==> src/rtl/fraction_reducer.sv <==
// Reduces num/den by their GCD: binary (Stein) GCD, then a shared
// restoring divider produces num/g and den/g, one fraction at a time.
module fraction_reducer #(
    parameter int WIDTH = 32
) (
    input  logic             clk,
    input  logic             reset,
    input  logic             in_valid,
    output logic             in_ready,
    input  logic [WIDTH-1:0] num,
    input  logic [WIDTH-1:0] den,
    output logic             out_valid,
    input  logic             out_ready,
    output logic [WIDTH-1:0] num_red,
    output logic [WIDTH-1:0] den_red,
    output logic [WIDTH-1:0] gcd_out,
    output logic             err
);

    localparam int KW = (WIDTH > 2) ? $clog2(WIDTH) : 1;
    localparam int CW = (WIDTH > 2) ? $clog2(WIDTH) : 1;
    localparam logic [CW-1:0] CNT_LAST = CW'(WIDTH - 1);
    localparam logic [WIDTH-1:0] ONE = WIDTH'(1);

    typedef enum logic [2:0] {
        S_IDLE,
        S_GCD,
        S_DIV_NUM,
        S_DIV_DEN,
        S_DONE
    } state_t;

    state_t r_state;
    state_t w_next;

    logic [WIDTH-1:0] r_num;
    logic [WIDTH-1:0] r_den;
    logic [WIDTH-1:0] r_a;
    logic [WIDTH-1:0] r_b;
    logic [KW-1:0]    r_k;
    logic [WIDTH-1:0] r_g;
    logic [WIDTH-1:0] r_rem;
    logic [WIDTH-1:0] r_quo;
    logic [CW-1:0]    r_cnt;
    logic [WIDTH-1:0] r_qnum;
    logic [WIDTH-1:0] r_num_red;
    logic [WIDTH-1:0] r_den_red;
    logic [WIDTH-1:0] r_gcd;
    logic             r_err;
    logic             r_out_valid;

    logic             w_xfer;
    logic             w_eq;
    logic [WIDTH-1:0] w_g;
    logic             w_g_one;
    logic             w_last;
    logic [WIDTH-1:0] w_a_nx;
    logic [WIDTH-1:0] w_b_nx;
    logic [KW-1:0]    w_k_nx;
    logic [WIDTH:0]   w_div_shift;
    logic [WIDTH:0]   w_div_diff;
    logic             w_div_ge;
    logic [WIDTH-1:0] w_div_rem;
    logic [WIDTH-1:0] w_div_quo;

    assign in_ready  = (r_state == S_IDLE) & ~reset;
    assign out_valid = r_out_valid;
    assign num_red   = r_num_red;
    assign den_red   = r_den_red;
    assign gcd_out   = r_gcd;
    assign err       = r_err;

    assign w_xfer  = in_valid & in_ready;
    assign w_eq    = (r_a == r_b);
    assign w_g     = r_a << r_k;
    assign w_g_one = (w_g == ONE);
    assign w_last  = (r_cnt == CNT_LAST);

    // Remainder stays below g, so a borrow out of the top bit means "no fit".
    assign w_div_shift = {r_rem, r_quo[WIDTH-1]};
    assign w_div_diff  = w_div_shift - {1'b0, r_g};
    assign w_div_ge    = ~w_div_diff[WIDTH];
    assign w_div_rem   = w_div_ge ? w_div_diff[WIDTH-1:0]
                                  : w_div_shift[WIDTH-1:0];
    assign w_div_quo   = {r_quo[WIDTH-2:0], w_div_ge};

    always_comb begin
        w_a_nx = r_a;
        w_b_nx = r_b;
        w_k_nx = r_k;
        if (!r_a[0] && !r_b[0]) begin
            w_a_nx = r_a >> 1;
            w_b_nx = r_b >> 1;
            w_k_nx = r_k + 1'b1;
        end else if (!r_a[0]) begin
            w_a_nx = r_a >> 1;
        end else if (!r_b[0]) begin
            w_b_nx = r_b >> 1;
        end else if (r_a > r_b) begin
            w_a_nx = r_a - r_b;
        end else begin
            w_b_nx = r_b - r_a;
        end
    end

    always_comb begin
        w_next = r_state;
        unique case (r_state)
            S_IDLE: begin
                if (w_xfer) begin
                    if (den == '0 || num == '0) w_next = S_DONE;
                    else                        w_next = S_GCD;
                end
            end
            S_GCD: begin
                if (w_eq) w_next = w_g_one ? S_DONE : S_DIV_NUM;
            end
            S_DIV_NUM: begin
                if (w_last) w_next = S_DIV_DEN;
            end
            S_DIV_DEN: begin
                if (w_last) w_next = S_DONE;
            end
            S_DONE: begin
                if (out_ready) w_next = S_IDLE;
            end
            default: w_next = S_IDLE;
        endcase
    end

    always_ff @(posedge clk or posedge reset) begin
        if (reset) r_state <= S_IDLE;
        else       r_state <= w_next;
    end

    always_ff @(posedge clk or posedge reset) begin
        if (reset) begin
            r_num       <= '0;
            r_den       <= '0;
            r_a         <= '0;
            r_b         <= '0;
            r_k         <= '0;
            r_g         <= '0;
            r_rem       <= '0;
            r_quo       <= '0;
            r_cnt       <= '0;
            r_qnum      <= '0;
            r_num_red   <= '0;
            r_den_red   <= '0;
            r_gcd       <= '0;
            r_err       <= 1'b0;
            r_out_valid <= 1'b0;
        end else begin
            unique case (r_state)
                S_IDLE: begin
                    if (w_xfer) begin
                        r_num <= num;
                        r_den <= den;
                        r_a   <= num;
                        r_b   <= den;
                        r_k   <= '0;
                        if (den == '0) begin
                            r_num_red   <= '0;
                            r_den_red   <= '0;
                            r_gcd       <= '0;
                            r_err       <= 1'b1;
                            r_out_valid <= 1'b1;
                        end else if (num == '0) begin
                            r_num_red   <= '0;
                            r_den_red   <= ONE;
                            r_gcd       <= den;
                            r_err       <= 1'b0;
                            r_out_valid <= 1'b1;
                        end
                    end
                end
                S_GCD: begin
                    if (w_eq) begin
                        r_g   <= w_g;
                        r_rem <= '0;
                        r_quo <= r_num;
                        r_cnt <= '0;
                        if (w_g_one) begin
                            r_num_red   <= r_num;
                            r_den_red   <= r_den;
                            r_gcd       <= ONE;
                            r_err       <= 1'b0;
                            r_out_valid <= 1'b1;
                        end
                    end else begin
                        r_a <= w_a_nx;
                        r_b <= w_b_nx;
                        r_k <= w_k_nx;
                    end
                end
                S_DIV_NUM: begin
                    r_rem <= w_div_rem;
                    r_quo <= w_div_quo;
                    r_cnt <= r_cnt + 1'b1;
                    if (w_last) begin
                        r_qnum <= w_div_quo;
                        r_rem  <= '0;
                        r_quo  <= r_den;
                        r_cnt  <= '0;
                    end
                end
                S_DIV_DEN: begin
                    r_rem <= w_div_rem;
                    r_quo <= w_div_quo;
                    r_cnt <= r_cnt + 1'b1;
                    if (w_last) begin
                        r_cnt       <= '0;
                        r_num_red   <= r_qnum;
                        r_den_red   <= w_div_quo;
                        r_gcd       <= r_g;
                        r_err       <= 1'b0;
                        r_out_valid <= 1'b1;
                    end
                end
                S_DONE: begin
                    if (out_ready) r_out_valid <= 1'b0;
                end
                default: r_out_valid <= 1'b0;
            endcase
        end
    end

endmodule

==> config.mk <==
export PLATFORM = sky130hd
export DESIGN_NAME = fraction_reducer
export DESIGN_NICKNAME = d
export VERILOG_FILES = /design/src/rtl/fraction_reducer.sv
export SDC_FILE = /design/constraint.sdc
export NUM_CORES = 1
export LEC_CHECK = 0
export ABC_CLOCK_PERIOD_IN_PS = 17150
export CAP_MARGIN = 0
export CELL_PAD_IN_SITES_DETAIL_PLACEMENT = 0
export CELL_PAD_IN_SITES_GLOBAL_PLACEMENT = 2
export CORE_ASPECT_RATIO = 0.5
export CORE_MARGIN = 2
export CORE_UTILIZATION = 40
export CTS_CLUSTER_DIAMETER = 80
export DETAILED_ROUTE_END_ITERATION = 7
export DONT_BUFFER_PORTS = 1
export GPL_TIMING_DRIVEN = 0
export PLACE_DENSITY = 0.89
export SYNTH_ARGS = -nofsm -noshare
export SYNTH_HDL_FRONTEND = slang
export SYNTH_SLANG_ARGS = --single-unit
==> constraint.sdc <==
create_clock -name clk -period 17.15 [get_ports clk]
set_input_delay 5.145 -clock clk [delete_from_list [all_inputs] [get_ports clk]]
set_output_delay 5.145 -clock clk [all_outputs]
set_load 0.01 [all_outputs]
==> metrics.csv, run 1 <==
stage,metric,value,unit
clock_tree,post-cts sizing count,0,
synth,xor and xnor area share after synthesis,3.32,%
flow_run,Max-cap violations,0,
setup_path,worst-path maximum fanout,3,
synth,Synth top cells by count,"550 x nand2_1, 367 x dfrtp_1, 237 x nor2_1, 219 x o21ai_0, 185 x a21oi_1",
detailed_routing,Pre-antenna DRT Iters,6,
status,status,completed,
setup_path,crit path launch type,primary input,
synth,post-synthesis register bit count,367,
clock_tree,hold_buf cts,0,
synth,"count leader, synth",nand2_1,
floorplanning,die area,63600,µm²
synth,number of synthesized flops with an enable pin,0,
global_route,GR Util met3,6.72,%
synth,Synth top area share,37.3,%
clock_tree,CTS Root Cell,clkbuf_16,
timing,fin crit share,64.4,%
timing,RSZ-0062 raised after global routing,false,
setup_path,WP data arrival,5.90,ns
setup_path,crit path capture type,output port,
clock_tree,H-tree levels,2,
floorplanning,DIE HEIGHT,179,µm
global_route,met2 usage,44.3,%
setup_path,Critical Path Max Stage Delay,0.75,ns
clock_tree,CTS tree,built,
global_route,Most Crowded Layer GR,met2,
timing,Setup-failing EPs final,0,
global_route,gr usage total,30.5,%
global_route,largest net degree at the start of global routing,123,
timing,setup_tns,0,ns
detailed_routing,drt total wl,99500,µm
detailed_routing,DRC errors left,0,
timing,final hold violations,0,
pwr,Leakage,11.8,nW
placed_design,post-placement cell count,3702,
global_route,first-pass GRT wire length,145000,µm
synth,library cells used by synthesis,85,
synth,post-synthesis cell area,24600,µm²
cells_and_area,Synth-to-Final Area Change,9.92,%
floorplanning,core area,60900,µm²
cells_and_area,"non-filler cells, final",3777,
clock_tree,maximum clock path buffer count,3,
setup_path,Worst path top cell family by delay,simple AND/OR/NAND/NOR gates,
setup_path,CP required,12.00,ns
placed_design,routability congestion estimate,1.01,
floorplanning,row cnt,64,
detailed_routing,ANT nets after route,0,
global_route,total grt overflow,0,
global_route,grt met1 use,44.2,%
detailed_routing,via count,22800,
clock_tree,total CTS buffers,39,
pwr,PwrDens,183,nW/µm²
synth,syn_area_per_cell,8.56,µm²
setup_path,Reg2Reg Depth,12,
cells_and_area,layout cell share with drive strength beyond 1,8.18,%
cells_and_area,nets@finish,3089,
detailed_routing,routed len/inst,26.3,µm
pwr,Max VDD drop,0.0921,mV
setup_path,CP Class,in2out,
placed_design,Final HPWL DP,76300,µm
floorplanning,I/O pin count,167,
timing,Worst-Margin Slew,1.31,ns
floorplanning,Starting Density,40.4,%
timing,Max Freq,90.5,MHz
synth,Main synth FF type,dfrtp_1,
timing,max-slew violation count,0,
detailed_routing,DR iter-0 viols,2722,
placed_design,count of port buffers added during placement,0,
floorplanning,Die W,355,µm
timing,worst rel slew slack,12.1,%
min_path,Cells on Worst Hold Path,2,
synth,largest family of logic cells by synthesized area,compound AO/OA/AOI/OAI gates,
clock_tree,Clock Latency Late Sink,0.59,ns
setup_path,CP max stage cell,nor4_1,
synth,Mapped Cells,2874,
setup_path,crit-path cells,nor4_1,
synth,Compound-Gate Fraction of Synth Area,20.1,%
global_route,antenna violations before repair,6,
synth,asr flop ratio synth,100,%
setup_path,Worst R2R Setup Slack,11.77,ns
timing,clock tree skew after final layout,0.0188,ns
setup_path,CP bufs+invs,0,
synth,sequential cell area fraction in the yosys report,37.3,%
min_path,worst hold-check path type,reg2reg,
synth,Mapped Nets,3045,
clock_tree,Worst-path clk slew,0.06,ns
clock_tree,clk sinks,367,
clock_tree,Setup Buffers After CTS,0,
synth,Synth area leaders,"dfrtp_1 37%, nand2_1 8.4%, mux2i_1 5.7%",
detailed_routing,Vias/cell,6.04,
synth,synth warn,0,
synth,post-synthesis adder-cell area fraction,5.33,%
global_route,number of global-route vias before repair,21400,
synth,Synth area leader,dfrtp_1,
timing,clock period minus worst slack,11.05,ns
synth,mux cell area share after synthesis,10.8,%
setup_path,number of stages on the worst setup path,1,
synth,Synth Area in Simple Gates,17.2,%
[cells by family (layout without fill, tap and decap cells)]
logic type / Yosys count / count (layout)
fa+ha+maj: 103 / 103
simple gates: 1000 / 1000
compound gates: 750 / 750
buf+inv: 334 / 406
other cells: 0 / 6
mux: 229 / 229
flops: 367 / 367
xor+xnor: 91 / 91
[flip-flops by register name, summed over array words and instances, names as in the netlist]
| register | cells |
|---|---|
| r_b | 32 |
| r_num | 32 |
| r_state | 3 |
| r_k | 5 |
| r_qnum | 32 |
| gcd_out | 32 |
| den_red | 32 |
| out_valid | 1 |
| r_a | 32 |
| r_rem | 32 |
| num_red | 32 |
| r_quo | 32 |
| r_g | 32 |
| r_den | 32 |
| r_cnt | 5 |
| err | 1 |
[power breakdown]
| part | internal, mW | switching [mW] | leakage (nW) |
|---|---|---|---|
| registers | 1.02 | 0.245 | 4.90 |
| logic | 0.929 | 1.84 | 6.27 |
| clock network | 0.496 | 0.407 | 0.633 |
| total | 2.44 | 2.50 | 11.8 |
[layer usage]
metal	part of all wire [%]	up-vias
li1	-	10200
met1	46	11300
met2	41	1102
met3	8.8	207
met4	4.0	2
met5	0.014	-
[cell usage in the layout, fill, tap and decap left out, types with 45 or more instances in the layout]
cell type and instances:
dfrtp_1 367, nand3_1 48, o21ai_0 219, xnor2_1 49
mux2_2 45, clkbuf_1 153, ha_1 100, nand2_1 550
mux2i_1 139, nor2_1 237, a21oi_1 185, inv_1 131
[final cells by class]
cell class | instances | area (µm²)
Fill cell | 6087 | 33900
Multi-Input combinational cell | 2173 | 14000
Sequential cell | 367 | 9180
Clock buffer | 53 | 1080
Tap cell | 825 | 1030
Buffer | 201 | 957
Inverter | 133 | 507
Clock inverter | 16 | 223
Timing Repair Buffer | 3 | 82.6
Antenna cell | 6 | 15.0
[through the flow]
| step | cell area [µm²] | total power [mW] | worst slack (ns) | hold slack [ns] | utilization (%) |
|---|---|---|---|---|---|
| final | 27000 | 4.94 | 6.10 | 0.475 | 44.4 |
| after global routing | 27000 | 5.20 | 6.11 | 0.495 | 44.3 |
| after CTS | 27000 | 4.83 | 6.12 | 0.478 | 44.3 |
| after detailed placement | 25700 | 3.92 | 6.13 | 0.462 | 42.2 |
| after global placement | 25600 | 3.93 | -2.69 | 0.457 | 42.0 |
| after floorplan | 24600 | 3.02 | 1.82 | 0.446 | - |
[worst paths after layout]
path,start,end
min in group asynchronous,reset,den_red[10]$_DFFE_PP0P_
setup / recovery,reset,in_ready
max in group asynchronous,reset,r_qnum[15]$_DFFE_PP0P_
hold / removal,r_qnum[22]$_DFFE_PP0P_,r_qnum[22]$_DFFE_PP0P_
hold reg to reg,r_qnum[22]$_DFFE_PP0P_,r_qnum[22]$_DFFE_PP0P_
setup reg to reg,r_a[19]$_DFFE_PP0P_,r_a[23]$_DFFE_PP0P_
(Power assumes the default switching activity.)
==> inputs of run 2 (changes only) <==
Settings changed: ABC_CLOCK_PERIOD_IN_PS 17150 to 10700.
Clock period 17.15 ns to 10.7 ns, I/O delays scaled along.
==> metrics.csv, run 2 (same netlist as run 1, synthesis figures left out) <==
stage,metric,value,unit
clock_tree,CTS tree,built,
timing,fin crit share,66.9,%
placed_design,count of port buffers added during placement,0,
timing,Worst-Margin Slew,1.37,ns
global_route,number of global-route vias before repair,21800,
timing,max-slew violation count,0,
setup_path,CP bufs+invs,0,
floorplanning,I/O pin count,167,
timing,Setup-failing EPs final,0,
floorplanning,core area,60900,µm²
setup_path,crit path launch type,primary input,
status,status,completed,
setup_path,RR Startpoint,r_a[0]$_DFFE_PP0P_,
detailed_routing,routed len/inst,26.4,µm
setup_path,Crit. Startpoint,reset,
clock_tree,total CTS buffers,39,
floorplanning,row cnt,64,
min_path,Worst Hold Launch,r_qnum[17]$_DFFE_PP0P_,
timing,clock period minus worst slack,7.16,ns
flow_run,Max-cap violations,0,
clock_tree,CTS Root Cell,clkbuf_16,
timing,Max Freq,140,MHz
pwr,Leakage,11.9,nW
placed_design,cell area after placement,25800,µm²
pwr,PwrDens,293,nW/µm²
placed_design,Final HPWL DP,77600,µm
pwr,Max VDD drop,0.148,mV
setup_path,worst-path maximum fanout,3,
cells_and_area,"commonest non-fill, non-tap cell in the layout",nand2_1,
global_route,gr usage total,30.8,%
cells_and_area,most frequent cells in the layout,"550 x nand2_1, 367 x dfrtp_1, 237 x nor2_1",
setup_path,crit-path cells,nor4_1,
timing,worst rel slew slack,8.17,%
global_route,first-pass GRT wire length,147000,µm
placed_design,routability congestion estimate,0.976,
cells_and_area,nets@finish,3096,
setup_path,WP data arrival,3.95,ns
pwr,Tot Pwr,7.98,mW
setup_path,CP Class,in2out,
timing,final hold violations,0,
cells_and_area,Synth-to-Final Area Change,10.5,%
setup_path,CP required,7.49,ns
timing,clock tree skew after final layout,0.0465,ns
timing,RSZ-0062 raised after global routing,false,
floorplanning,die area,63600,µm²
cells_and_area,Layout Utilization,44.6,%
clock_tree,Clock Latency Late Sink,0.60,ns
setup_path,Critical Path Max Stage Delay,0.73,ns
clock_tree,maximum clock path buffer count,3,
setup_path,crit path capture type,output port,
detailed_routing,ANT nets after route,0,
clock_tree,Worst-path clk slew,0.06,ns
global_route,antenna violations before repair,10,
global_route,total grt overflow,0,
detailed_routing,drt total wl,99900,µm
setup_path,Worst path top cell family by delay,simple AND/OR/NAND/NOR gates,
min_path,worst hold-check path type,reg2reg,
setup_path,CP max stage cell,nor4_1,
detailed_routing,via count,22800,
detailed_routing,DR iter-0 viols,2686,
detailed_routing,DRC errors left,0,
clock_tree,hold_buf cts,0,
floorplanning,Starting Density,40.4,%
clock_tree,H-tree levels,2,
timing,setup_tns,0,ns
floorplanning,Die W,355,µm
clock_tree,post-cts sizing count,0,
clock_tree,clk sinks,367,
detailed_routing,Vias/cell,6.04,
cells_and_area,layout cell share with drive strength beyond 1,8.60,%
floorplanning,DIE HEIGHT,179,µm
detailed_routing,Pre-antenna DRT Iters,6,
cells_and_area,Finished Cell Area,27200,µm²
global_route,largest net degree at the start of global routing,46,
clock_tree,Setup Buffers After CTS,0,
## run 2: changes by cell type in the layout (fill, tap and decap cells not counted), sizes merged
cell / previous run / this run
diode: 6 / 4
clkinv: 7 / 10
buf: 59 / 66
clkinvlp: 1 / 5
clkbuf: 198 / 197
inv: 138 / 134
## run 2: per-stage QoR
step                setup slack, ns  std cells  hold WS (ns)
global placement              0.309       3699         0.457
detailed placement             3.56       3709         0.463
floorplan                      2.57       2874         0.446
global route                   3.47       3781         0.498
finish                         3.54       3784         0.476
CTS                            3.56       3780         0.478
## run 2: where the power goes
group / total (mW) / switching [mW] / leakage (nW) / internal [mW]
registers: 2.01 / 0.387 / 4.90 / 1.63
logic: 4.50 / 3.00 / 6.32 / 1.50
clock network: 1.46 / 0.648 / 0.655 / 0.814
total: 7.98 / 4.04 / 11.9 / 3.94
## run 2: final timing paths
check                      slack [ns]                     end  cells after the start
setup / recovery                 3.54                in_ready                      1
hold / removal                   0.48  r_qnum[17]$_DFFE_PP0P_                      2
setup reg to reg                 5.35      r_b[3]$_DFFE_PP0P_                     14
hold reg to reg                  0.48  r_qnum[17]$_DFFE_PP0P_                      2
max in group asynchronous        6.88     r_b[20]$_DFFE_PP0P_                      4
min in group asynchronous        2.60  den_red[6]$_DFFE_PP0P_                      1
## run 2: area by class of cell
| class | count | area [µm²] |
|---|---|---|
| diodes | 4 | 10.0 |
| plain buffers | 201 | 957 |
| clock buffers | 52 | 1100 |
| clock inverters | 19 | 241 |
| fillers | 6106 | 33800 |
| inverters | 133 | 503 |
| multi-input cells | 2173 | 14000 |
| flip-flops and latches | 367 | 9180 |
| well taps | 825 | 1030 |
| repair buffers | 10 | 200 |
## run 2: layer usage
metal / wire length (µm) / vias up / global-route usage (%)
li1: - / 10200 / -
met1: 44900 / 11300 / 43.9
met2: 41200 / 1041 / 44.8
met3: 9670 / 229 / 7.73
met4: 3970 / 10 / 11.9
met5: 67 / - / 0
